## config.mk

```make
export PLATFORM = sky130hd
export DESIGN_NAME = mmu_sequencer
export DESIGN_NICKNAME = d
export VERILOG_FILES = /design/src/rtl/mmu_pkg.sv /design/src/rtl/mmu_timeout_ctr.sv /design/src/rtl/mmu_sequencer.sv
export SDC_FILE = /design/constraint.sdc
export NUM_CORES = 1
export LEC_CHECK = 0
export BUFFER_PORTS_ARGS = -buffer_cell sky130_fd_sc_hd__buf_2
export CAP_MARGIN = 0
export CORE_MARGIN = 10
export CORE_UTILIZATION = 41
export DETAILED_ROUTE_END_ITERATION = 8
export PLACE_DENSITY_LB_ADDON = 0.2
export SLEW_MARGIN = 10
export SYNTH_ARGS = -nofsm -noshare
export SYNTH_HDL_FRONTEND = slang
export SYNTH_SLANG_ARGS = --single-unit
export TNS_END_PERCENT = 20
```

## constraint.sdc

```tcl
create_clock -name clk -period 1.3 [get_ports clk]
set_clock_uncertainty 0.05 [all_clocks]
set_input_delay 0.13 -clock clk [delete_from_list [all_inputs] [get_ports clk]]
set_output_delay 0.13 -clock clk [all_outputs]
set_load 0.01 [all_outputs]
```

## src/rtl/mmu_pkg.sv

```systemverilog
// Shared types and widths for the MMU load/store sequencer.
package mmu_pkg;

  localparam int REG_ADDR_W     = 4;
  localparam int MEM_ADDR_W     = 4;
  localparam int DEFAULT_DATA_W = 32;

  typedef enum logic [1:0] {
    IDLE = 2'd0,
    REQ  = 2'd1,
    WB   = 2'd2
  } mmu_state_e;

endpackage

```

## src/rtl/mmu_timeout_ctr.sv

```systemverilog
// Counts cycles spent waiting in REQ; expired marks the TIMEOUT-th REQ cycle.
module mmu_timeout_ctr #(
  parameter int TIMEOUT = 15
) (
  input  logic clk,
  input  logic rst_n,
  input  logic clear,
  input  logic enable,
  output logic expired
);

  logic [7:0] count;

  always_ff @(posedge clk or negedge rst_n) begin
    if (!rst_n) begin
      count <= 8'd0;
    end else if (clear) begin
      count <= 8'd0;
    end else if (enable) begin
      count <= count + 8'd1;
    end
  end

  // count is 0 in the first REQ cycle, so TIMEOUT-1 marks the last allowed one
  assign expired = (count == 8'(TIMEOUT - 1));

endmodule

```

## src/rtl/mmu_sequencer.sv

```systemverilog
// Sequences one decoded load/store at a time through memory and register writeback.
// Optional REQ timeout is enabled by defining MMU_SEQ_TIMEOUT_EN.
module mmu_sequencer
  import mmu_pkg::*;
#(
  parameter int DATA_W  = DEFAULT_DATA_W,
  parameter int TIMEOUT = 15
) (
  input  logic                  clk,
  input  logic                  rst_n,
  input  logic                  cmd_valid,
  output logic                  cmd_ready,
  input  logic                  cmd_ld,
  input  logic                  cmd_st,
  input  logic [REG_ADDR_W-1:0] cmd_reg_addr,
  input  logic [MEM_ADDR_W-1:0] cmd_mem_addr,
  input  logic [DATA_W-1:0]     st_data,
  output logic                  mem_req,
  output logic                  mem_we,
  output logic [MEM_ADDR_W-1:0] mem_addr,
  output logic [DATA_W-1:0]     mem_wdata,
  input  logic                  mem_ack,
  input  logic [DATA_W-1:0]     mem_rdata,
  output logic                  rf_we,
  output logic [REG_ADDR_W-1:0] rf_waddr,
  output logic [DATA_W-1:0]     rf_wdata,
  output logic                  busy,
  output logic                  ill,
  output logic                  tmo
);

  mmu_state_e state, state_nxt;

  logic                  ld_q;
  logic [REG_ADDR_W-1:0] reg_addr_q;
  logic [MEM_ADDR_W-1:0] mem_addr_q;
  logic [DATA_W-1:0]     wdata_q;
  logic [DATA_W-1:0]     rdata_q;
  logic                  ill_q;
  logic                  accept;
  logic                  legal;
  logic                  timeout_hit;

  assign accept = cmd_valid && (state == IDLE);
  assign legal  = cmd_ld ^ cmd_st;

`ifdef MMU_SEQ_TIMEOUT_EN
  logic ctr_expired;
  logic tmo_q;

  mmu_timeout_ctr #(
    .TIMEOUT(TIMEOUT)
  ) u_timeout_ctr (
    .clk    (clk),
    .rst_n  (rst_n),
    .clear  (accept && legal),
    .enable (state == REQ),
    .expired(ctr_expired)
  );

  assign timeout_hit = (state == REQ) && ctr_expired;

  always_ff @(posedge clk or negedge rst_n) begin
    if (!rst_n) begin
      tmo_q <= 1'b0;
    end else begin
      tmo_q <= timeout_hit && !mem_ack;
    end
  end

  assign tmo = tmo_q;
`else
  assign timeout_hit = 1'b0;
  assign tmo         = 1'b0;
`endif

  always_ff @(posedge clk or negedge rst_n) begin
    if (!rst_n) begin
      state      <= IDLE;
      ld_q       <= 1'b0;
      reg_addr_q <= '0;
      mem_addr_q <= '0;
      wdata_q    <= '0;
      rdata_q    <= '0;
      ill_q      <= 1'b0;
    end else begin
      state <= state_nxt;
      ill_q <= accept && !legal;
      if (accept && legal) begin
        ld_q       <= cmd_ld;
        reg_addr_q <= cmd_reg_addr;
        mem_addr_q <= cmd_mem_addr;
        wdata_q    <= st_data;
      end
      if ((state == REQ) && mem_ack && ld_q) begin
        rdata_q <= mem_rdata;
      end
    end
  end

  // An ack in the last allowed REQ cycle wins over the timeout
  always_comb begin
    state_nxt = state;
    case (state)
      IDLE: if (accept && legal) state_nxt = REQ;
      REQ: begin
        if (mem_ack)          state_nxt = ld_q ? WB : IDLE;
        else if (timeout_hit) state_nxt = IDLE;
      end
      WB:      state_nxt = IDLE;
      default: state_nxt = IDLE;
    endcase
  end

  assign cmd_ready = (state == IDLE);
  assign busy      = (state != IDLE);
  assign mem_req   = (state == REQ);
  assign mem_we    = (state == REQ) && !ld_q;
  assign mem_addr  = mem_addr_q;
  assign mem_wdata = wdata_q;
  assign rf_we     = (state == WB);
  assign rf_waddr  = reg_addr_q;
  assign rf_wdata  = rdata_q;
  assign ill       = ill_q;

endmodule

```

==> qor.txt, run 1 <==
Run status -> finished, violations left
Failing checks -> negative setup slack
Synth cell types -> 18
FP Rows -> 32
Worst min-delay path class -> input pin to register
Mapped Avg Cell Area -> 18.25 sq um
Total track usage -> 15.53%
CP endpoint kind -> register
Seq. cell area -> 1902 sq um
DP HPWL -> 5.990 mm
CTS Root Cell -> clkbuf_8
Comb power frac -> 36.3%
Flop pwr share -> 39.1%
Fmax -> 683.3 MHz
TNS Setup -> -9804 ps
Kind of critical path -> register to register
Reg2Reg Setup Slack -> -160 ps
CTS Buf Count -> 9
Slowest CP cell -> dfrtp_1
Die area -> 11670 sq um
Cell count after synthesis -> 174
CP delay by family, top -> flip-flops
P per Cell Area -> 1843 nW/um^2
Synth top area cells -> dfrtp_1 60%, mux2_4 32%, buf_6 2.5%, mux2_2 1.4%, nand3_4 0.55%
PnR worst setup slack -> -163.4 ps
Arrival time worst endpoint -> 1630 ps
Share of cells above drive strength 1 -> 61.70%
Area leader, netlist -> dfrtp_1
Crit Path Max Fanout -> 19
Die height -> 108.0 um
Antenna violations before repair -> 1
Final Hold Fails -> 0
Fin nets -> 496
Cells on worst reg2reg path -> 4
Initial DRT Pass Iterations -> 4
Max_cap viols -> 0
Reg2reg start -> state[0]
Synth top area share -> 59.89%
Sw Ratio -> 28.52%
Hold endpoint -> ill
Clk slew on worst S/H paths -> 80 ps
Die width -> 108.0 um
Number of H-tree levels -> 3
1st-iter DRT viols -> 74
Fill count -> 527
Tmin final -> 1463 ps
Reg-to-reg endpoint -> mem_wdata[16]
Vias in the first global route -> 2760
Post-Synthesis Cell Area -> 3176 sq um
RSZ-0062 raised after global routing -> true
Tcrit/Tclk final -> 112.6%
Via count -> 2320
Io pins -> 157
Setup bufs post-CTS -> 0
Area growth, synth to finish -> 64.03%
Gr ovfl total -> 0
Setup violators final -> 76
DR WL/cell -> 17.07 um
YS warnings -> 0
Worst Path Required -> 1460 ps
Clk buf depth -> 2
Mapped Nets -> 252
Net switching power -> 2.739 mW
Vias per inst -> 4.411
Final Total Pwr -> 9.602 mW
Slowest cell delay on critical path -> 430 ps
Clk_lat worst skew -> 340 ps
DRC violations left -> 0
Peak supply drop -> 1.077 mV
Leak pwr -> 2.803 nW
Worst setup path start -> state[0]
CP Buf/Inv Count -> 1
Core box area -> 7647 sq um
Port bufs -> 155
Gpl congestion -> 0.7101
Final ANT Viol Nets -> 0
Placed Area -> 4153 sq um
Hold-critical path depth -> 3
Hold Crit Start -> cmd_st
CP startpoint kind -> register
Int Power -> 6.863 mW
Number of register bits inferred by synthesis -> 76
Clock Sinks -> 76
Register area share after synthesis -> 59.89%
Area of the multi-input gates -> 1195 sq um
Largest net degree at the start of global routing -> 61
First-pass GRT wire length -> 14.37 mm
Final WL -> 8.979 mm
Worst path cell trace -> nor3b_2 > nand2_2 > buf_12 > mux2_4
Cell area after layout -> 5209 sq um
Pre-CTS setup slack -> -156.4 ps
Final Max Tran Viols -> 0
Initial Util -> 41.52%
Clock power share -> 24.6%
TritonCTS clock tree -> done
==> power groups by stage <==
stage	logic (mW)	registers (mW)	clock network, mW
6_report	3.48	3.75	2.37
5_1_grt	3.73	3.88	2.53
4_1_cts	3.50	3.75	2.44
3_5_place_dp	3.31	3.75	0
3_3_place_gp	3.24	3.76	0
2_1_floorplan	1.44	4.18	0
==> layout make-up <==
type	count	share of cell area, %
Antenna cell	1	0.04804
Clock buffer	12	2.786
Clock inverter	4	2.306
Inverter	3	0.2642
Multi-Input combinational cell	87	22.94
Sequential cell	76	36.51
Tap cell	102	2.450
Timing Repair Buffer	241	32.69
==> worst register-to-register path: cells and delay by family (launching register included) <==
family,cells,cell delay (ps)
buf+inv,1,190
flops,1,430
mux,1,310
simple gates,2,360
==> per-stage QoR <==
step                      utilization, %  hold slack, ps  cells
after floorplan                        -          -215.6    174
after global placement             54.30          -39.78    434
after detailed placement           54.30          -39.76    434
after CTS                          67.88           41.43    525
after global routing               68.11           56.41    526
final                              68.11           64.94    526
==> how the worst max path moves through the flow <==
stage                    endpoint  slack (ps)  cells past startpoint
finish              mem_wdata[16]        -160                      4
global route         mem_wdata[6]        -230                      4
CTS                  mem_wdata[8]        -170                      4
detailed placement   mem_wdata[8]        -160                      4
global placement    mem_wdata[11]        -140                      4
floorplan             mem_addr[0]         -90                      4
==> synth_stat cells <==
library cell / n
mux2_2: 4
mux2_4: 68
inv_2: 1
nor3b_2: 1
nand3_4: 1
inv_1: 2
conb_1: 1
buf_6: 7
o21ai_0: 2
nand2b_4: 1
or3b_2: 1
buf_4: 1
nor2_1: 3
nand2_2: 1
xor2_1: 1
a21oi_1: 2
and2b_1: 1
dfrtp_1: 76
==> flip-flops by register name, indices dropped and copies added (netlist names) <==
| name | count |
|---|---|
| ill | 1 |
| ld_q | 1 |
| mem_addr | 4 |
| mem_wdata | 32 |
| rf_waddr | 4 |
| rf_wdata | 32 |
| state | 2 |
==> kinds of logic (layout without fill, tap and decap cells) <==
kind of cell	Yosys count	after routing	synth area share, %
other	1	2	0.1181
XOR/XNOR	1	1	0.2759
buffers and inverters	11	260	3.073
flip-flops	76	76	59.89
multiplexers	72	72	33.57
AO/OA/AOI/OAI	4	4	0.6304
AND/OR/NAND/NOR	9	9	2.443
==> placed cells by master (no fill, tap or decap) <==
cell and n:
dlygate4sd3_1 75, dfrtp_1 76, a21oi_1 2, nor2_4 2, bufinv_16 4, nor3b_2 1, nand2b_4 1, and2b_1 1
clkbuf_1 2, diode_2 1, mux2_4 68, buf_12 6, o21ai_2 1, buf_6 3, conb_1 1, nand2_2 1
or3b_2 1, clkbuf_8 10, buf_4 5, buf_2 152, mux2_2 4, o21ai_0 1, nor2_1 1, inv_1 2
xor2_1 1, inv_4 1, nand3_4 1
==> what timing repair did <==
item / CTS / global route
endpoints found under the setup margin: 77 / 77
pin swaps: 0 / 0
hold buffers: 75 / 0
hold endpoints to repair: 150 / 0
gates resized for setup: 7 / 4
==> layer usage <==
metal	vias up	part of all wire (%)	track usage, %
li1	1086	-	-
met1	1104	38	16.93
met2	108	49	25.52
met3	22	9.4	7.377
met4	0	3.3	6.393
met5	-	0	0
No activity file was read; power rests on OpenSTA's default activity.
==> run 2, diff against run 1 <==
--- a/config.mk
+++ b/config.mk
@@ -7,8 +7,10 @@
 export LEC_CHECK = 0
 export BUFFER_PORTS_ARGS = -buffer_cell sky130_fd_sc_hd__buf_2
 export CAP_MARGIN = 0
+export CELL_PAD_IN_SITES_DETAIL_PLACEMENT = 1
+export CELL_PAD_IN_SITES_GLOBAL_PLACEMENT = 2
 export CORE_MARGIN = 10
-export CORE_UTILIZATION = 41
+export CORE_UTILIZATION = 27
 export DETAILED_ROUTE_END_ITERATION = 8
 export PLACE_DENSITY_LB_ADDON = 0.2
 export SLEW_MARGIN = 10
==> run 2 against run 1 <==
  * The run still ends with negative setup slack left
  * Power is 4.8% higher
  * Critical path depth stayed put
  * Global-route usage is 3.2 points lower
  * Design area is 1.3% higher
  * Maximum frequency is 0.12% lower
  * Register-to-register slack hardly changed
  * Via count is 0.99% lower
  * Combinational power hardly changed
  * Critical path type unchanged
==> qor.txt, run 2 (synthesis gave the netlist of run 1 again) <==
Share of cells above drive strength 1 -> 61.61%
Io pins -> 157
Port bufs -> 155
Gpl congestion -> 0.6535
Vias in the first global route -> 2862
# diodes -> 0
Tcrit/Tclk final -> 112.7%
Final Hold Fails -> 0
Vias per inst -> 4.065
Placed insts -> 474
Initial Util -> 27.69%
Crit Path Max Fanout -> 25
Flop pwr share -> 37.6%
Int Power -> 7.192 mW
Worst Path Required -> 1460 ps
Die height -> 128.5 um
FP Rows -> 39
Most frequent cells in the layout -> 152 x buf_2, 75 x dlygate4sd3_1, 75 x dfrtp_1
Area growth, synth to finish -> 66.19%
Antenna violations before repair -> 0
Core box area -> 11470 sq um
Via count -> 2297
Final std cells w/o fill -> 565
Failing checks -> negative setup slack
Final WL -> 10.01 mm
TritonCTS clock tree -> done
Tmin final -> 1465 ps
Sw Ratio -> 28.52%
Leak pwr -> 2.812 nW
P per Cell Area -> 1906 nW/um^2
Comb power frac -> 34.4%
Die width -> 128.5 um
Worst min-delay path class -> input pin to register
Final Max Tran Viols -> 0
Setup violators final -> 77
DP HPWL -> 6.915 mm
CP endpoint kind -> register
Max_cap viols -> 0
Total track usage -> 12.32%
DRC violations left -> 0
Clk slew on worst S/H paths -> 60 ps
Peak supply drop -> 0.9547 mV
Slowest cell delay on critical path -> 410 ps
Hold_ws -> 67.12 ps
Initial DRT Pass Iterations -> 4
Die area -> 16500 sq um
Number of H-tree levels -> 3
Largest net degree at the start of global routing -> 77
Most common cell after layout, fill and taps aside -> buf_2
CTS Buf Count -> 9
PnR worst setup slack -> -165.3 ps
CTS Root Cell -> clkbuf_16
CP startpoint kind -> register
Slowest CP cell -> dfrtp_1
RSZ-0062 raised after global routing -> true
Kind of critical path -> register to register
Worst path cell trace -> nor3b_2 > nand2_2 > buf_12 > mux2_4
Clock Sinks -> 76
Fmax -> 682.5 MHz
First-pass GRT wire length -> 15.91 mm
Clk_lat worst skew -> 330 ps
Arrival time worst endpoint -> 1630 ps
Net switching power -> 2.869 mW
Clock power share -> 27.9%
Clk buf depth -> 2
Run status -> finished, violations left
Fin nets -> 495
1st-iter DRT viols -> 86
DR WL/cell -> 17.71 um
Final ANT Viol Nets -> 0
Gr ovfl total -> 0
[run 2: per-stage QoR]
step / total power, mW / TNS (ps) / area, sq um / setup WS, ps / util, %
2_1_floorplan: 5.628 / -5953 / 3176 / -90.28 / -
3_3_place_gp: 7.075 / -9491 / 4172 / -154.0 / 36.38
3_5_place_dp: 7.137 / -11070 / 4172 / -181.4 / 36.38
4_1_cts: 10.26 / -11290 / 5264 / -174.1 / 45.90
5_1_grt: 10.71 / -14960 / 5278 / -222.7 / 46.02
6_report: 10.06 / -10460 / 5278 / -165.3 / 46.02
[run 2: final cells by class]
class,instances,area [sq um]
well taps,143,178.9
clock buffers,11,232.7
flip-flops and latches,76,1903
multi-input cells,87,1182
repair buffers,240,1667
inverters,3,13.76
clock inverters,5,100.1
fillers,1181,6190
[run 2: final timing paths]
kind	to	slack, ps	startpoint	depth (start not counted)
setup / recovery	rf_waddr[3]	-170	state[0]	4
hold reg to reg	rf_wdata[31]	450	rf_wdata[31]	1
min in group asynchronous	mem_wdata[10]	320	rst_n	3
max in group asynchronous	state[1]	520	rst_n	3
hold / removal	ill	70	cmd_st	3
setup reg to reg	rf_waddr[3]	-170	state[0]	4
[run 2: layer usage]
layer,up-vias,GRT usage [%],routed length (um),part of all wire [%]
li1,1084,-,-,-
met2,103,19.92,4761,48
met4,0,4.172,125,1.2
met5,-,0,0,0
met3,10,6.448,1100,11
met1,1100,13.65,4018,40
[run 2: repair_timing]
action                                  4_1_cts  5_1_grt
setup buffers                                 0        0
pin swaps                                     1        0
resized for setup                             4        4
hold buffers                                 75        0
hold endpoints to repair                    150        0
endpoints found under the setup margin       77       79
[run 2: critical path, delay by kind of cell, from the launching register on]
| kind | cells | cell delay [ps] |
|---|---|---|
| buffers and inverters | 1 | 190 |
| DFF | 1 | 410 |
| and+or+nand+nor | 2 | 360 |
| muxes | 1 | 310 |
[run 2: power groups by stage]
stage | Sequential (mW) | Combinational [mW] | Clock [mW]
3_3_place_gp | 3.78 | 3.30 | 0
5_1_grt | 3.92 | 3.76 | 3.03
4_1_cts | 3.79 | 3.53 | 2.93
2_1_floorplan | 4.18 | 1.44 | 0
6_report | 3.78 | 3.47 | 2.81
3_5_place_dp | 3.79 | 3.35 | 0
==> run 3, diff against run 2 <==
--- a/config.mk
+++ b/config.mk
@@ -10,7 +10,7 @@
 export CELL_PAD_IN_SITES_DETAIL_PLACEMENT = 1
 export CELL_PAD_IN_SITES_GLOBAL_PLACEMENT = 2
 export CORE_MARGIN = 10
-export CORE_UTILIZATION = 27
+export CORE_UTILIZATION = 30
 export DETAILED_ROUTE_END_ITERATION = 8
 export PLACE_DENSITY_LB_ADDON = 0.2
 export SLEW_MARGIN = 10
==> constraint.sdc (replaced) <==
create_clock -name clk -period 1.5 [get_ports clk]
set_clock_uncertainty 0.05 [all_clocks]
set_input_delay 0.15 -clock clk [delete_from_list [all_inputs] [get_ports clk]]
set_output_delay 0.15 -clock clk [all_outputs]
set_load 0.01 [all_outputs]
==> run 3 against run 2 <==
  * The flow now finishes without violations
  * Count of clock-buffer cells in the layout unchanged
  * First-iteration DRC count unchanged
  * Utilization grew 2.9 points
  * Combinational power decreased by 14%
  * Non-clock buffer count is 4 lower
==> qor.txt, run 3 (synthesis gave the netlist of run 1 again) <==
Run status -> complete, no violations
Most frequent cells in the layout -> 154 x buf_2, 75 x dlygate4sd3_1, 74 x dfrtp_1
TritonCTS clock tree -> done
Die height -> 122.9 um
Clock power share -> 17.5%
Largest net degree at the start of global routing -> 77
Comb power frac -> 39.4%
CTS Root Cell -> clkbuf_8
Kind of critical path -> register to register
Area growth, synth to finish -> 59.14%
Initial Util -> 30.76%
Arrival time worst endpoint -> 1640 ps
CP endpoint kind -> register
Flop pwr share -> 43.1%
Clock Sinks -> 76
Worst min-delay path class -> input pin to register
Peak supply drop -> 0.7639 mV
DR WL/cell -> 17.78 um
1st-iter DRT viols -> 86
Final Hold Fails -> 0
DP HPWL -> 6.853 mm
Fin nets -> 491
Number of H-tree levels -> 3
DR top layer -> met4
Via count -> 2326
RSZ-0062 raised after global routing -> true
Gpl congestion -> 0.6978
Final Total Pwr -> 7.577 mW
Core box area -> 10320 sq um
Tcrit/Tclk final -> 98.44%
Die area -> 15100 sq um
First-pass GRT wire length -> 15.63 mm
Final ANT Viol Nets -> 0
Metal1 wirelength -> 3.956 mm
Clk buf depth -> 2
CP startpoint kind -> register
Leak pwr -> 2.712 nW
Vias in the first global route -> 2787
PnR worst setup slack -> 23.39 ps
Share of cells above drive strength 1 -> 61.06%
Met2 WL -> 4.729 mm
Tmin final -> 1477 ps
Port bufs -> 155
Fmax -> 677.2 MHz
Vias per inst -> 4.206
Total track usage -> 13.17%
Setup violators final -> 0
Met3 Wirelength -> 900 um
P per Cell Area -> 1499 nW/um^2
Clk slew on worst S/H paths -> 80 ps
Clk_lat worst skew -> 340 ps
Initial DRT Pass Iterations -> 4
DRC violations left -> 0
Reg2Reg Setup Slack -> 20 ps
Setup bufs post-CTS -> 0
Max_cap viols -> 0
Most common cell after layout, fill and taps aside -> buf_2
Hold_ws -> 83.76 ps
Final Max Tran Viols -> 0
CTS Buf Count -> 9
FP Rows -> 37
Final WL -> 9.831 mm
Crit Path Max Fanout -> 16
Gr ovfl total -> 0
Die width -> 122.9 um
Worst Path Required -> 1670 ps
Pre-CTS setup slack -> -2.009 ps
Sw Ratio -> 31.29%
Io pins -> 157
Int Power -> 5.206 mW
Net switching power -> 2.371 mW
Antenna violations before repair -> 1
run 3: cell types whose count changed in the layout (fill, tap and decap cells not counted), sizes merged:
cell | before | now
buf | 165 | 161
bufinv | 3 | 0
clkinv | 2 | 3
diode | 0 | 1
run 3: worst max-delay path, cell delays in order, from the launching register on:
cell and delay [ps]:
dfrtp_2 460, nor3b_4 220, nand2_2 120, buf_8 190, mux2_4 310
run 3: what timing repair did:
| item | in CTS | in global routing |
|---|---|---|
| endpoints found under the setup margin | 19 | 41 |
| cloned | 0 | 0 |
| hold buffers | 75 | 0 |
| gates resized for setup | 2 | 5 |
| endpoints found under the hold margin | 150 | 0 |
| pin swaps | 0 | 1 |
run 3: cell type report:
class / instances / area (sq um)
flip-flops and latches: 76 / 1904
repair buffers: 236 / 1627
multi-input cells: 87 / 1182
clock buffers: 11 / 141.4
well taps: 136 / 170.2
fillers: 1065 / 5270
diodes: 1 / 2.502
clock inverters: 3 / 15.01
inverters: 3 / 11.26
run 3: through the flow:
stage	area [sq um]	cells	TNS (ps)	util [%]
floorplan	3176	174	0	-
global placement	4120	463	0	39.91
detailed placement	4120	463	-3.147	39.91
CTS	5035	552	-43.59	48.77
global route	5054	553	-1223	48.95
finish	5054	553	0	48.95
run 3: final timing paths:
path / from / end / cells after the start
max: state[0] / mem_wdata[23] / 4
min: cmd_ld / ld_q / 3
max reg2reg: state[0] / mem_wdata[23] / 4
min reg2reg: mem_wdata[18] / mem_wdata[18] / 1
max in group asynchronous: rst_n / mem_wdata[2] / 3
min in group asynchronous: rst_n / mem_wdata[30] / 3
run 3: layer usage:
layer	up-vias	track usage, %
met5	-	0
met4	0	5.596
met3	18	5.372
met2	100	21.02
met1	1134	15.36
li1	1074	-
run 3: power by group through the flow:
stage | clock, mW | combinational (mW) | sequential [mW]
6_report | 1.32 | 2.99 | 3.27
5_1_grt | 1.50 | 3.22 | 3.38
4_1_cts | 1.41 | 3.03 | 3.27
3_5_place_dp | 0 | 2.87 | 3.27
3_3_place_gp | 0 | 2.82 | 3.26
2_1_floorplan | 0 | 1.25 | 3.63
